**config.mk**
```make
export PLATFORM = sky130hd
export DESIGN_NAME = video_timing_gen_flat
export DESIGN_NICKNAME = d
export VERILOG_FILES = /design/src/rtl/video_timing_gen_if.sv /design/src/rtl/video_timing_gen.sv /design/src/flat_wrapper.sv
export SDC_FILE = /design/constraint.sdc
export NUM_CORES = 1
export LEC_CHECK = 0
export CORE_ASPECT_RATIO = 0.75
export CORE_MARGIN = 2
export CORE_UTILIZATION = 50
export CTS_BUF_LIST = sky130_fd_sc_hd__clkbuf_8
export DETAILED_ROUTE_END_ITERATION = 12
export PLACE_DENSITY = 0.73
export SYNTH_ARGS = -nofsm -noshare
export SYNTH_HDL_FRONTEND = slang
export SYNTH_SLANG_ARGS = --single-unit
```
**constraint.sdc**
```tcl
create_clock -name i_clk -period 5.8 [get_ports i_clk]
set_clock_uncertainty 0.1 [all_clocks]
set_input_delay 0.87 -clock i_clk [delete_from_list [all_inputs] [get_ports i_clk]]
set_output_delay 0.87 -clock i_clk [all_outputs]
set_load 0.05 [all_outputs]
```
**src/rtl/video_timing_gen_if.sv**
```systemverilog
// rtl/video_timing_gen_if.sv - raster coordinate, sync and frame-count bus from the timing generator
interface video_timing_gen_if;
  logic [15:0] o_x;
  logic [15:0] o_y;
  logic        o_de;
  logic        o_h_sync;
  logic        o_v_sync;
  logic        o_line_start;
  logic        o_frame_start;
  logic [15:0] o_frame_cnt;

  modport master (
    output o_x, o_y, o_de, o_h_sync, o_v_sync,
    output o_line_start, o_frame_start, o_frame_cnt
  );

  modport slave (
    input o_x, o_y, o_de, o_h_sync, o_v_sync,
    input o_line_start, o_frame_start, o_frame_cnt
  );
endinterface

```
**src/rtl/video_timing_gen.sv**
```systemverilog
// rtl/video_timing_gen.sv - pixel/line counters with registered coordinate, sync, DE and frame strobes
module video_timing_gen #(
  parameter int H_ACTIVE = 1280,
  parameter int H_FP     = 110,
  parameter int H_SYNC   = 40,
  parameter int H_BP     = 220,
  parameter int V_ACTIVE = 720,
  parameter int V_FP     = 5,
  parameter int V_SYNC   = 5,
  parameter int V_BP     = 20,
  parameter bit H_POL    = 1'b1,
  parameter bit V_POL    = 1'b1
) (
  input  logic               i_clk,
  input  logic               i_rst_n,
  input  logic               i_pix_en,
  video_timing_gen_if.master vid
);
  localparam int H_TOTAL = H_ACTIVE + H_FP + H_SYNC + H_BP;
  localparam int V_TOTAL = V_ACTIVE + V_FP + V_SYNC + V_BP;
  localparam int HS_BEG  = H_ACTIVE + H_FP;
  localparam int HS_END  = HS_BEG + H_SYNC;
  localparam int VS_BEG  = V_ACTIVE + V_FP;
  localparam int VS_END  = VS_BEG + V_SYNC;

  localparam logic [15:0] H_LAST    = 16'(H_TOTAL - 1);
  localparam logic [15:0] V_LAST    = 16'(V_TOTAL - 1);
  localparam logic [15:0] H_ACT16   = 16'(H_ACTIVE);
  localparam logic [15:0] V_ACT16   = 16'(V_ACTIVE);
  localparam logic [15:0] HS_BEG16  = 16'(HS_BEG);
  localparam logic [15:0] HS_END16  = 16'(HS_END);
  localparam logic [15:0] VS_BEG16  = 16'(VS_BEG);
  localparam logic [15:0] VS_END16  = 16'(VS_END);

  generate
    if (H_SYNC < 1 || V_SYNC < 1 || H_TOTAL < 1 || V_TOTAL < 1 ||
        H_TOTAL > 65535 || V_TOTAL > 65535) begin : g_param_check
      $error("video_timing_gen: illegal timing parameters");
    end
  endgenerate

  logic [15:0] h_cnt;
  logic [15:0] v_cnt;
  logic        started;

  logic h_last;
  logic at_origin;
  logic h_in_sync;
  logic v_in_sync;
  logic in_active;

  always_comb begin
    h_last    = (h_cnt == H_LAST);
    at_origin = (h_cnt == 16'd0) && (v_cnt == 16'd0);
    h_in_sync = (h_cnt >= HS_BEG16) && (h_cnt < HS_END16);
    v_in_sync = (v_cnt >= VS_BEG16) && (v_cnt < VS_END16);
    in_active = (h_cnt < H_ACT16) && (v_cnt < V_ACT16);
  end

  always_ff @(posedge i_clk or negedge i_rst_n) begin
    if (!i_rst_n) begin
      h_cnt <= 16'd0;
      v_cnt <= 16'd0;
    end else if (i_pix_en) begin
      if (h_last) begin
        h_cnt <= 16'd0;
        v_cnt <= (v_cnt == V_LAST) ? 16'd0 : v_cnt + 16'd1;
      end else begin
        h_cnt <= h_cnt + 16'd1;
      end
    end
  end

  // Outputs decode the counter state of the previous tick; the first frame
  // after reset is not counted, so frame_cnt only moves once started is set.
  always_ff @(posedge i_clk or negedge i_rst_n) begin
    if (!i_rst_n) begin
      vid.o_x           <= 16'd0;
      vid.o_y           <= 16'd0;
      vid.o_de          <= 1'b0;
      vid.o_h_sync      <= ~H_POL;
      vid.o_v_sync      <= ~V_POL;
      vid.o_line_start  <= 1'b0;
      vid.o_frame_start <= 1'b0;
      vid.o_frame_cnt   <= 16'd0;
      started           <= 1'b0;
    end else if (i_pix_en) begin
      vid.o_x           <= h_cnt;
      vid.o_y           <= v_cnt;
      vid.o_de          <= in_active;
      vid.o_h_sync      <= h_in_sync ? H_POL : ~H_POL;
      vid.o_v_sync      <= v_in_sync ? V_POL : ~V_POL;
      vid.o_line_start  <= (h_cnt == 16'd0);
      vid.o_frame_start <= at_origin;
      started           <= 1'b1;
      if (at_origin && started) begin
        vid.o_frame_cnt <= vid.o_frame_cnt + 16'd1;
      end
    end else begin
      vid.o_line_start  <= 1'b0;
      vid.o_frame_start <= 1'b0;
    end
  end
endmodule

```
**src/flat_wrapper.sv**
```systemverilog
// flat-port wrapper written by rule: the top's interface ports become plain ports
module video_timing_gen_flat 
#(
  parameter int H_ACTIVE = 1280,
  parameter int H_FP     = 110,
  parameter int H_SYNC   = 40,
  parameter int H_BP     = 220,
  parameter int V_ACTIVE = 720,
  parameter int V_FP     = 5,
  parameter int V_SYNC   = 5,
  parameter int V_BP     = 20,
  parameter bit H_POL    = 1'b1,
  parameter bit V_POL    = 1'b1
)
  (i_clk, i_rst_n, i_pix_en, vid_o_x, vid_o_y, vid_o_de, vid_o_h_sync, vid_o_v_sync, vid_o_line_start, vid_o_frame_start, vid_o_frame_cnt);
  video_timing_gen_if vid_i ();
  input  logic i_clk;
  input  logic i_rst_n;
  input  logic i_pix_en;
  output wire logic [$bits(vid_i.o_x)-1:0] vid_o_x;
  output wire logic [$bits(vid_i.o_y)-1:0] vid_o_y;
  output wire logic [$bits(vid_i.o_de)-1:0] vid_o_de;
  output wire logic [$bits(vid_i.o_h_sync)-1:0] vid_o_h_sync;
  output wire logic [$bits(vid_i.o_v_sync)-1:0] vid_o_v_sync;
  output wire logic [$bits(vid_i.o_line_start)-1:0] vid_o_line_start;
  output wire logic [$bits(vid_i.o_frame_start)-1:0] vid_o_frame_start;
  output wire logic [$bits(vid_i.o_frame_cnt)-1:0] vid_o_frame_cnt;
  assign vid_o_x = vid_i.o_x;
  assign vid_o_y = vid_i.o_y;
  assign vid_o_de = vid_i.o_de;
  assign vid_o_h_sync = vid_i.o_h_sync;
  assign vid_o_v_sync = vid_i.o_v_sync;
  assign vid_o_line_start = vid_i.o_line_start;
  assign vid_o_frame_start = vid_i.o_frame_start;
  assign vid_o_frame_cnt = vid_i.o_frame_cnt;
  video_timing_gen #(.H_ACTIVE(H_ACTIVE), .H_FP(H_FP), .H_SYNC(H_SYNC), .H_BP(H_BP), .V_ACTIVE(V_ACTIVE), .V_FP(V_FP), .V_SYNC(V_SYNC), .V_BP(V_BP), .H_POL(H_POL), .V_POL(V_POL)) u_core (.i_clk(i_clk), .i_rst_n(i_rst_n), .i_pix_en(i_pix_en), .vid(vid_i));
endmodule
```
==> flow_metrics.tcl <==
set metrics [dict create \
    cts-resized-gates 0 \
    clock-root-buffer "clkbuf_8" \
    core_sq_um 7880 \
    cts.clk_slew.worst_paths_ns 0.09 \
    clockPowerShare_pct 33.3 \
    worstHoldPathCells 1 \
    internal_power_summed_over_all_cells_mw 1.05 \
    rows 28 \
    crit_required_ns 5.96 \
    power.net_switching_mw 0.467 \
    syn_nets 368 \
    cts.sink_count 86 \
    worst_hold_path_type "reg2reg" \
    dpl.hpwl_mm 5.25 \
    multiplexer_fraction_of_the_synthesized_cell_area_pct 10.2 \
    number_of_primary_i_o_pins 56 \
    avgViaCountPerCell 5.56 \
    synth-simple-area-share_pct 17.7 \
    hold_viol_final 0 \
    insertedDiodeCount 0 \
    type_of_origin_of_the_critical_path "input port" \
    postCtsSetupBuffers 0 \
    combPwrFrac_pct 19.7 \
    number_of_antenna_violations_at_the_first_check_in_global_routing 0 \
    fin_hold_ws_ns 0.380 \
    slew_violations 0 \
    clock_tree_buffer_depth 2 \
    worst_pin_slew_ns 1.06 \
    drt_iter0_drc 158 \
    die_width_um 108 \
    syn-mean-instance-area_sq_um 11.4 \
    yosys.area_share.xor_xnor_pct 7.13 \
    ys_seq_area_share_pct 53.1 \
    die_y_um 82.0 \
    final_cell_count_no_fill 511 \
    vdd_drop_max_uv 260 \
    final_critical_delay_including_setup_and_external_delays_ns 3.02 \
    synthesis.instances 357 \
    fin_tns_setup_ns 0 \
    postSynth.asyncResetShare_pct 100 \
    outcome "finished clean" \
    min-delay-start "u_core.vid.o_frame_cnt[15]" \
    synth.cell_area_sq_um 4050 \
    route.antenna.remaining_nets 0 \
    die_area_sq_um 8850 \
    inserted_clock_buffers 9 \
    route.final.wire_length_mm 7.85 \
    highest_net_fanout_along_the_worst_path 47 \
    drt_pass1_iterations 4 \
    critPathKind "in2reg" \
    grt-ovfl-total 0 \
    insertion_delay_ns 0.36 \
    grt_first_pass_wirelength_mm 13.2 \
    regToRegSetupSlack_ns 3.04 \
    min_period_over_period_pct 52.1 \
    report.power.total_mw 1.51 \
    synth_enable_flop_cells 0 \
    critical_path.reg2reg.endpoint "u_core.vid.o_frame_cnt[1]" \
    timing.critical_path.arrival_ns 3.18 \
    max_freq_ghz 0.331 \
    r2r-start "u_core.v_cnt[12]" \
    placed_cells 495 \
    power_frac_seq_pct 47.0 \
    r2r_cells 5 \
    adder_cell_share_of_the_synthesized_area_pct 2.47 \
    p_leak_nw 2.13 \
    mostFrequentLayoutCell "dfrtp_1" \
    place_congestion 0.837 \
    grt_setup_unrepaired "no" \
    dominant_combinational_cell_family_by_area_after_synthesis "simple AND/OR/NAND/NOR gates" \
    via_count 2841 \
    initial_core_util_pct 51.4 \
    count_of_different_cell_masters_after_synthesis 46 \
    final_core_utilization_pct 61.8 \
    synth.ff_latch_count 86 \
    end_kind "flip-flop" \
    hold_path_end "u_core.vid.o_frame_cnt[15]" \
    first_global_vias 2630 \
    tritoncts "yes" \
    switching_share_pct 30.8 \
    grt_start_max_net_pins 87 \
    cts_hold_repair.buffers 0 \
    io_buffer_count 55 \
    n_fill_cell 635 \
    cap_violations 0 \
    routed_wire_length_per_instance_um 15.4 \
    number_of_remaining_drc_errors 0 \
    final_net_count 412 \
    maxSlewHeadroom_pct 29.5 \
    ys.flop_type "dfrtp_1" \
    synth-compound-area-share_pct 5.77 \
    power-per-cell-area_nw_per_um2 311 \
    mostFrequentLayoutCells "86 x dfrtp_1, 53 x clkdlybuf4s50_1, 36 x mux2_2" \
    setup_viol_count_final 0 \
    h-tree-depth 3 \
    grt.total_usage_pct 19.4 \
    yosys_warnings 0 \
    layout_cells_sized_above_1_pct 16.0 \
    syn2layout_area_growth_pct 20.1 \
]
[area by class of cell]
type | instances | area, sq um | area share [%]
clock buffer | 9 | 124 | 2.54
clock inverter | 7 | 120 | 2.47
inverter | 11 | 41.3 | 0.848
multi-input combinational | 238 | 1760 | 36.1
sequential | 86 | 2150 | 44.2
tap | 105 | 131 | 2.70
timing repair buffer | 55 | 543 | 11.2
[worst max-delay path: stages]
cell and delay (ns):
buf_2 0.72, nand3_1 0.34, nor4_4 0.73, nand2_1 0.19
mux2_2 0.30
[per-stage QoR]
stage               worst slack [ns]  instance area (sq um)
finish                          2.78                   4870
global route                    2.53                   4870
CTS                             2.77                   4870
detailed placement              2.37                   4620
global placement                2.42                   4620
floorplan                       3.43                   4050
[flip-flops by register name, summed over array words and instances (netlist names)]
| signal | flops |
|---|---|
| u_core.vid.o_v_sync | 1 |
| u_core.started | 1 |
| u_core.vid.o_line_start | 1 |
| u_core.vid.o_frame_cnt | 16 |
| u_core.vid.o_x | 16 |
| u_core.vid.o_h_sync | 1 |
| u_core.v_cnt | 16 |
| u_core.h_cnt | 16 |
| u_core.vid.o_y | 16 |
| u_core.vid.o_frame_start | 1 |
| u_core.vid.o_de | 1 |
[cells in the mapped netlist (4+ instances only)]
cell | count | area [sq um]
dfrtp_1 | 86 | 2150
nor2_1 | 19 | 71.3
o21ai_0 | 11 | 55.1
nand3_1 | 23 | 115
and4_1 | 8 | 70.1
nand4_1 | 13 | 81.3
o21ai_1 | 5 | 25.0
nand2_1 | 23 | 86.3
a31oi_1 | 5 | 31.3
clkbuf_1 | 14 | 52.6
xor2_1 | 7 | 61.3
xnor2_1 | 26 | 228
and3_1 | 12 | 75.1
inv_1 | 11 | 41.3
ha_1 | 8 | 100
nor4_1 | 4 | 25.0
mux2_2 | 36 | 405
nor3_1 | 4 | 20.0
[layer usage]
layer | share of wire, % | track usage, % | wire length (um) | up-vias
met1 | 50 | 28.4 | 3950 | 1402
met2 | 42 | 28.1 | 3320 | 76
met4 | 0.90 | 5.00 | 71 | 0
li1 | - | - | - | 1356
met5 | 0 | 0 | 0 | -
met3 | 6.4 | 6.03 | 503 | 7
[power by group through the flow]
| stage | logic [mW] | registers [mW] | clock network [mW] |
|---|---|---|---|
| floorplan | 0.141 | 0.788 | 0 |
| finish | 0.299 | 0.712 | 0.504 |
| global route | 0.321 | 0.723 | 0.543 |
| CTS | 0.301 | 0.712 | 0.516 |
| global placement | 0.294 | 0.721 | 0 |
| detailed placement | 0.299 | 0.723 | 0 |
[logic make-up (layout without fill, tap and decap cells)]
group,Yosys count,after routing
xor gates and xnor gates,33,33
and+or+nand+nor,124,124
buffers and inverters,33,82
adders and majority gates,8,8
DFF,86,86
muxes,37,37
AOI/OAI and AO/OA,36,36
[how the worst max path moves through the flow]
| stage | startpoint | to | depth (start not counted) |
|---|---|---|---|
| CTS | i_pix_en | u_core.vid.o_frame_cnt[1] | 5 |
| global placement | i_pix_en | u_core.vid.o_frame_cnt[1] | 5 |
| global route | i_pix_en | u_core.vid.o_frame_cnt[1] | 5 |
| finish | i_pix_en | u_core.vid.o_frame_cnt[1] | 5 |
| floorplan | i_pix_en | u_core.vid.o_frame_cnt[8] | 6 |
| detailed placement | i_pix_en | u_core.vid.o_frame_cnt[1] | 5 |
Note: power is estimated with default switching activity, not from simulation.
